**src/rtl/alu_mul_sequencer.sv**
```systemverilog
// Multi-cycle unsigned shift-add multiplier that borrows the shared ALU adder.
// Each RUN cycle issues one ADD: accumulator plus the multiplicand, gated by the
// current multiplier LSB. The low WIDTH bits of the product are returned.
module alu_mul_sequencer #(
  parameter int unsigned WIDTH  = 64,
  parameter logic [3:0]  OP_ADD = 4'd2
) (
  input  logic             clk_i,
  input  logic             rst_i,
  input  logic             start_i,
  input  logic [WIDTH-1:0] multiplicand_i,
  input  logic [WIDTH-1:0] multiplier_i,
  output logic             busy_o,
  output logic             done_o,
  output logic [WIDTH-1:0] product_o,
  output logic [WIDTH-1:0] alu_src1_o,
  output logic [WIDTH-1:0] alu_src2_o,
  output logic [3:0]       alu_op_sel_o,
  input  logic [WIDTH-1:0] alu_result_i
);

  localparam int unsigned   CntW    = $clog2(WIDTH) + 1;
  localparam logic [CntW-1:0] LastCnt = CntW'(WIDTH - 1);

  typedef enum logic [1:0] {StIdle, StRun, StDone} state_e;

  state_e           state_q;
  logic [WIDTH-1:0] mcand_q;
  logic [WIDTH-1:0] mplier_q;
  logic [WIDTH-1:0] acc_q;
  logic [WIDTH-1:0] product_q;
  logic [CntW-1:0]  count_q;
  logic             busy_q;
  logic             done_q;

  // Control FSM and shift-add datapath; busy/done/product are registered.
  always_ff @(posedge clk_i or posedge rst_i) begin
    if (rst_i) begin
      state_q   <= StIdle;
      mcand_q   <= '0;
      mplier_q  <= '0;
      acc_q     <= '0;
      product_q <= '0;
      count_q   <= '0;
      busy_q    <= 1'b0;
      done_q    <= 1'b0;
    end else begin
      case (state_q)
        StIdle: begin
          if (start_i) begin
            mcand_q  <= multiplicand_i;
            mplier_q <= multiplier_i;
            acc_q    <= '0;
            count_q  <= '0;
            busy_q   <= 1'b1;
            state_q  <= StRun;
          end
        end
        StRun: begin
          acc_q    <= alu_result_i;
          mcand_q  <= mcand_q << 1;
          mplier_q <= mplier_q >> 1;
          count_q  <= count_q + 1'b1;
          // Fixed WIDTH iterations; no early exit on a zero multiplier.
          if (count_q == LastCnt) begin
            product_q <= alu_result_i;
            done_q    <= 1'b1;
            state_q   <= StDone;
          end
        end
        StDone: begin
          // start seen here is dropped; requester retries from IDLE.
          done_q  <= 1'b0;
          busy_q  <= 1'b0;
          state_q <= StIdle;
        end
        default: begin
          done_q  <= 1'b0;
          busy_q  <= 1'b0;
          state_q <= StIdle;
        end
      endcase
    end
  end

  // ALU operands are only non-zero while iterating.
  always_comb begin
    alu_src1_o = '0;
    alu_src2_o = '0;
    if (state_q == StRun) begin
      alu_src1_o = acc_q;
      alu_src2_o = mplier_q[0] ? mcand_q : '0;
    end
  end

  assign alu_op_sel_o = OP_ADD;
  assign busy_o       = busy_q;
  assign done_o       = done_q;
  assign product_o    = product_q;

endmodule

```
**config.mk**
```make
export PLATFORM = sky130hd
export DESIGN_NAME = alu_mul_sequencer
export DESIGN_NICKNAME = d
export VERILOG_FILES = /design/src/rtl/alu_mul_sequencer.sv
export SDC_FILE = /design/constraint.sdc
export NUM_CORES = 1
export LEC_CHECK = 0
export BUFFER_PORTS_ARGS = -buffer_cell sky130_fd_sc_hd__buf_2
export CAP_MARGIN = 15
export CORE_ASPECT_RATIO = 0.8
export CORE_UTILIZATION = 35
export DETAILED_ROUTE_END_ITERATION = 7
export SLEW_MARGIN = 30
export SYNTH_ARGS = -nofsm -noshare
export SYNTH_HDL_FRONTEND = slang
export SYNTH_SLANG_ARGS = --single-unit
```
**constraint.sdc**
```tcl
create_clock -name clk_i -period 24.7 [get_ports clk_i]
set_clock_uncertainty 0.05 [all_clocks]
set_input_delay 1.235 -clock clk_i [delete_from_list [all_inputs] [get_ports clk_i]]
set_output_delay 1.235 -clock clk_i [all_outputs]
set_load 0.005 [all_outputs]
```
==> flow_summary_export.csv, run 1 <==
group,metric,value,unit
status,outcome,"complete, no violations",
pwr,swShare,30.75,%
cts,cts.clk_slew.worst_paths,0.07,ns
placement,gp_congestion,0.7952,
sta,hold_violations,0,
synth,synth_seq_area_share,55.56,%
critical_path,required,23.42,ns
cts,cts-hold-fix-buffers,0,
sta,tightest_slew,0.9015,ns
placement,io_buffers,388,
floorplanning,die_area,35110,µm²
sta,timing.final.ws_setup,20.68,ns
sta,fmax,248.7,MHz
pwr,p_sw,0.4780,mW
critical_path,path_class,"reg2out",
critical_path,reg2reg_to,"product_o[29]",
cts,clk_latency,0.56,ns
finish,fin_cells,1895,
finish,layout_commonest_cell,"buf_2",
placement,dpl_cell_area,14300,µm²
finish,area_delta_synth_final,26.81,%
synth,syn_inst,1107,
drt,drc_errors,0,
floorplanning,core,33710,µm²
placement,place_ws,21.06,ns
pwr,p_per_area,101.9,nW/µm²
finish,fin_nets,1631,
critical_path,critPathBufInv,3,
hold_path,hold_end,"mplier_q[62]",
cts,cts_setup_buffers,0,
drt,first_pass_iters,5,
drt,drt_iter0_drc,766,
finish,final_util,45.25,%
sta,setup_violations,0,
finish,layout_common_cells,"388 x buf_2, 265 x dfrtp_1, 131 x o21ai_0, 110 x nand2_1, 93 x and2_1",
floorplanning,row_count,60,
critical_path,cp_top_family,"buffers and inverters",
pwr,power,1.555,mW
sta,min_period,4.021,ns
critical_path,slowest_delay,0.69,ns
cts,cts_max_level,1,
pwr,clkPwrFrac,27.8,%
sta,period_share,16.28,%
critical_path,critPathLaunchType,"flop",
critical_path,crit_start,"state_q[0]",
floorplanning,initial_core_util,35.68,%
placement,place_hpwl,22520,µm
synth,yosysWarnings,0,
critical_path,reg2reg_slack,22.12,ns
floorplanning,die_width,209.3,µm
critical_path,cp.arrival,2.74,ns
hold_path,holdCritPathClass,"reg2reg",
critical_path,end_kind,"output port",
synth,synth-seq-cells,267,
cts,cts_buffers,28,
grt,antenna_found_initial,9,
sta,setup-tns-final,0,ns
run,maxCapViolations,0,
critical_path,path_cells,"nor2b_4, buf_16, buf_4, and3_1, buf_2",
grt,grt_pass1_wl,54770,µm
critical_path,critPathSlowestCell,"buf_4",
cts,cts_tree,"done",
grt,grt_pass1_vias,9405,
cts,cts.sinks,267,
cts,cts_root_buffer,"clkbuf_16",
pwr,comb_power_share,27.7,%
pwr,vdd_drop_max,0.06450,mV
cts,post_cts_resized,0,
sta,slew_headroom,39.90,%
cts,ctsLongestPathBuffers,3,
grt,grt_max_degree,127,
drt,wl_per_cell,18.33,µm
sta,drv_slew,0,
critical_path,worstPathMaxFanout,99,
grt,grt_use_total,19.35,%
synth,avgSynthCellArea,10.86,µm²
synth,netlist-cell-type-count,31,
grt,gr-total-overflow,0,
drt,vias,9719,
finish,fin_area,15250,µm²
pwr,p_leak,7.553,nW
pwr,internal-power,1.077,mW
sta,holdWs,0.4235,ns
finish,drive_above_1_share,36.20,%
drt,via_per_inst,5.129,
pwr,seq_power_share,44.4,%
placement,place_inst,1839,
sta,rsz0062_at_grt,"false",
floorplanning,die_h,167.8,µm
floorplanning,ioPinCount,393,
critical_path,rr_worst_depth,5,
synth,synth_area,12030,µm²
drt,detail-route-antenna-nets,0,
drt,wl,34730,µm
critical_path,r2r_start,"count_q[0]",
hold_path,hp-start,"mplier_q[62]",
hold_path,min_path_cells,2,
-- power groups by stage --
| stage | combinational (mW) | clock (mW) | sequential, mW |
|---|---|---|---|
| final | 0.431 | 0.433 | 0.691 |
| after CTS | 0.437 | 0.447 | 0.690 |
| after detailed placement | 0.436 | 0 | 0.696 |
| after global routing | 0.480 | 0.463 | 0.710 |
| after floorplan | 0.265 | 0 | 0.670 |
| after global placement | 0.422 | 0 | 0.693 |
-- how the worst max path moves through the flow --
stage                      to  slack (ns)  cells after the start
2_1_floorplan        acc_q[0]       16.06                      1
3_3_place_gp   alu_src2_o[61]       20.72                      4
3_5_place_dp      mcand_q[54]       21.06                      6
4_1_cts        alu_src2_o[52]       20.63                      5
5_1_grt        alu_src2_o[51]       20.50                      5
6_report       alu_src2_o[59]       20.68                      5
-- flip-flops by register name (all words and copies together), names as in the netlist --
signal	count
acc_q	64
mcand_q	64
mplier_q	64
product_o	64
count_q	7
state_q	2
busy_o	1
done_o	1
-- metal layers --
layer  global-route usage (%)  up-vias  wire length [µm]
li1                         -     4600                 -
met1                    28.51     4762             16420
met2                    28.39      289             15320
met3                    4.719       60              2154
met4                    4.763        8               777
met5                        0        -                54
-- layout make-up --
class,count,area (µm²)
repair buffers,406,2157
diodes,5,12.51
clock buffers,39,823.3
clock inverters,12,115.1
multi-input cells,726,4876
inverters,6,35.03
fillers,3234,18460
well taps,434,543.0
flip-flops and latches,267,6689
-- cell usage after synthesis, drive strengths merged --
master / n / area [µm²]
o21bai: 1 / 7.510
a32o: 1 / 10.01
nor2: 3 / 11.26
clkbuf: 73 / 274.0
buf: 37 / 217.7
a22o: 65 / 569.3
mux2: 66 / 844.6
nand3: 3 / 15.01
conb: 2 / 7.510
nor2b: 25 / 156.4
and3: 65 / 406.6
ha: 1 / 12.51
a41oi: 1 / 8.760
a2111o: 1 / 11.26
and2: 93 / 581.8
and4: 1 / 8.760
nand2: 110 / 412.9
inv: 6 / 22.52
a31oi: 29 / 181.4
nand4: 2 / 18.77
dfrtp: 267 / 6681
nor3b: 1 / 7.510
a22oi: 83 / 623.1
o21ai: 131 / 655.6
a21oi: 24 / 120.1
mux2i: 16 / 160.2
-- cells by family (layout without fill, tap and decap cells) --
kind of cell / count (synthesis) / after routing / synth area share (%)
simple gates: 303 / 303 / 13.46
buf+inv: 116 / 463 / 4.276
compound gates: 336 / 336 / 18.19
other cells: 2 / 9 / 0.06245
mux: 82 / 82 / 8.354
fa+ha+maj: 1 / 1 / 0.1040
flops: 267 / 267 / 55.56
-- tightest hold or removal path: stages (launching register included) --
cell and delay [ns]:
dfrtp_1 0.34, nand2_1 0.05, o21ai_0 0.06
Note: power is estimated with default switching activity, not from simulation.
==> inputs of run 2 (changes only) <==
--- a/config.mk
+++ b/config.mk
@@ -5,6 +5,7 @@
 export SDC_FILE = /design/constraint.sdc
 export NUM_CORES = 1
 export LEC_CHECK = 0
+export ABC_AREA = 1
 export BUFFER_PORTS_ARGS = -buffer_cell sky130_fd_sc_hd__buf_2
 export CAP_MARGIN = 15
 export CORE_ASPECT_RATIO = 0.8
==> constraint.sdc (replaced) <==
create_clock -name clk_i -period 4.1 [get_ports clk_i]
set_clock_uncertainty 0.05 [all_clocks]
set_input_delay 0.205 -clock clk_i [delete_from_list [all_inputs] [get_ports clk_i]]
set_output_delay 0.205 -clock clk_i [all_outputs]
set_load 0.005 [all_outputs]
==> flow_summary_export.csv, run 2 <==
group,metric,value,unit
pwr,clkPwrFrac,45.4,%
synth,synth_commonest_cells,"581 x nand2_1, 267 x dfrtp_1, 168 x nand3_1",
synth,synth_edf_count,0,
sta,setup-tns-final,0,ns
sta,tightest_slew,1.223,ns
cts,cts.clk_slew.worst_paths,0.06,ns
drt,vias,11760,
sta,fmax,347.8,MHz
critical_path,path_class,"reg2out",
synth,synth_seq_area_share,55.91,%
critical_path,critPathBufInv,3,
floorplanning,die_area,34890,µm²
sta,timing.final.ws_setup,1.225,ns
pwr,comb_power_share,7.5,%
sta,rsz0062_at_grt,"false",
placement,place_inst,2226,
drt,via_per_inst,4.763,
synth,synth_ff_type,"dfrtp_1",
finish,layout_common_cells,"578 x nand2_1, 388 x buf_2, 267 x dfrtp_1, 194 x dlygate4sd3_1, 168 x nand3_1",
hold_path,holdCritPathClass,"in2async",
sta,setup_violations,0,
grt,gr-total-overflow,0,
sta,drv_slew,0,
synth,synth.most_common_cell,"nand2_1",
grt,grt_pass1_vias,11550,
synth,synth_area,11950,µm²
cts,clk_latency,0.54,ns
synth,synth-seq-cells,267,
pwr,p_per_area,335.2,nW/µm²
synth,synth_top_area_share,55.91,%
sta,min_period,2.875,ns
grt,grt_pass1_wl,61060,µm
pwr,internal-power,4.446,mW
finish,final.fill_count,3227,
pwr,seq_power_share,47.1,%
cts,cts_tree,"done",
finish,antenna_cells,0,
cts,cts_root_buffer,"clkbuf_16",
cts,cts_buffers,28,
finish,fin_cells,2470,
critical_path,slowest_delay,0.67,ns
critical_path,worstPathMaxFanout,64,
drt,drt_iter0_drc,807,
run,maxCapViolations,0,
grt,antenna_found_initial,0,
cts,cts.sinks,267,
floorplanning,die_h,167.3,µm
grt,grt_use_total,21.42,%
critical_path,critPathLaunchType,"flop",
synth,netlist-cell-type-count,22,
finish,fin_area,16950,µm²
pwr,swShare,21.76,%
sta,hold_violations,0,
floorplanning,initial_core_util,35.53,%
floorplanning,row_count,60,
synth,avgSynthCellArea,8.020,µm²
placement,place_ws,1.201,ns
pwr,power,5.682,mW
pwr,p_sw,1.236,mW
pwr,vdd_drop_max,0.2477,mV
synth,async_flop_share,100.0,%
drt,detail-route-antenna-nets,0,
finish,fin_nets,2212,
floorplanning,core,33630,µm²
critical_path,end_kind,"output port",
cts,cts_max_level,1,
sta,holdWs,0.1726,ns
finish,drive_above_1_share,22.40,%
finish,layout_commonest_cell,"nand2_1",
cts,cts_setup_buffers,0,
finish,final_util,50.40,%
status,outcome,"complete, no violations",
drt,first_pass_iters,6,
cts,ctsLongestPathBuffers,3,
floorplanning,die_width,208.6,µm
sta,slew_headroom,18.49,%
sta,period_share,70.13,%
drt,drc_errors,0,
placement,place_hpwl,23430,µm
synth,yosysTopAreaCell,"dfrtp_1",
critical_path,required,3.85,ns
finish,multi_input_area,4345,µm²
critical_path,critPathSlowestCell,"buf_4",
critical_path,cp_top_family,"buffers and inverters",
drt,wl,37990,µm
grt,grt_max_degree,219,
synth,synth_area_leaders,"dfrtp_1 56%, nand2_1 18%, nand3_1 7.0%, nor2_1 4.2%, inv_1 3.3%",
critical_path,cp.arrival,2.62,ns
drt,wl_per_cell,15.38,µm
placement,dpl_cell_area,14070,µm²
finish,area_delta_synth_final,41.84,%
cts,post_cts_resized,0,
critical_path,path_cells,"inv_2, nand2_4, buf_4, nor2_1, buf_2",
floorplanning,ioPinCount,393,
synth,syn_inst,1490,
pwr,p_leak,8.563,nW
placement,gp_congestion,0.8267,
synth,yosysWarnings,0,
placement,io_buffers,388,
finish,final-seq-area,6681,µm²
run 2: cell types whose count changed in the layout (fill, tap and decap cells not counted), sizes merged, moves of 93 or more:
cell and delta:
dlygate4sd3 +194, and2 -93, nor2 +134, nand2 +473
inv +103, nand3 +165
run 2: cell families after synthesis:
family / after synthesis / share of synthesized area [%]
other: 2 / 0.06284
adders and majority gates: 1 / 0.1047
AOI/OAI and AO/OA: 121 / 6.052
DFF: 267 / 55.91
and+or+nand+nor: 889 / 29.87
buffers and inverters: 210 / 7.999
run 2: layer usage:
metal | GRT usage, % | vias to the layer above | part of all wire, %
li1 | - | 5686 | -
met1 | 29.59 | 5600 | 45
met2 | 34.74 | 425 | 46
met3 | 4.051 | 53 | 6.9
met4 | 5.211 | 0 | 2.2
met5 | 0 | - | 0
run 2: power by group through the flow:
stage | sequential, mW | combinational [mW] | clock (mW)
after floorplan | 2.72 | 0.102 | 0
after global placement | 2.72 | 0.276 | 0
after detailed placement | 2.72 | 0.277 | 0
after CTS | 2.67 | 0.425 | 2.67
after global routing | 2.68 | 0.469 | 2.77
final | 2.67 | 0.426 | 2.58
run 2: timing repair:
item	CTS	global route
setup endpoints to repair	0	0
hold buffers	194	0
hold endpoints to repair	267	0
run 2: path summary, 6_finish.rpt:
path | cells past startpoint | end | from | slack [ns]
worst max-delay path | 5 | alu_src1_o[59] | state_q[1] | 1.22
worst min-delay path | 3 | acc_q[4] | rst_i | 0.17
worst max register to register | 7 | mplier_q[53] | state_q[1] | 1.23
worst min register to register | 2 | product_o[60] | product_o[60] | 0.41
max in group asynchronous | 4 | mplier_q[6] | rst_i | 2.77
min in group clk_i | 4 | mplier_q[54] | multiplier_i[54] | 0.35
run 2: area by class of cell:
class | count | share of cell area [%]
tap | 434 | 3.204
clock inverter | 6 | 0.4946
sequential | 267 | 39.42
clock buffer | 44 | 5.027
multi-input combinational | 1015 | 25.64
inverter | 109 | 2.436
timing repair buffer | 595 | 23.78
run 2: worst reg2reg max path: cells and delay by family (launching register included):
| family | cells | cell delay (ns) |
|---|---|---|
| buf+inv | 3 | 1.15 |
| simple gates | 4 | 1.20 |
| flops | 1 | 0.42 |
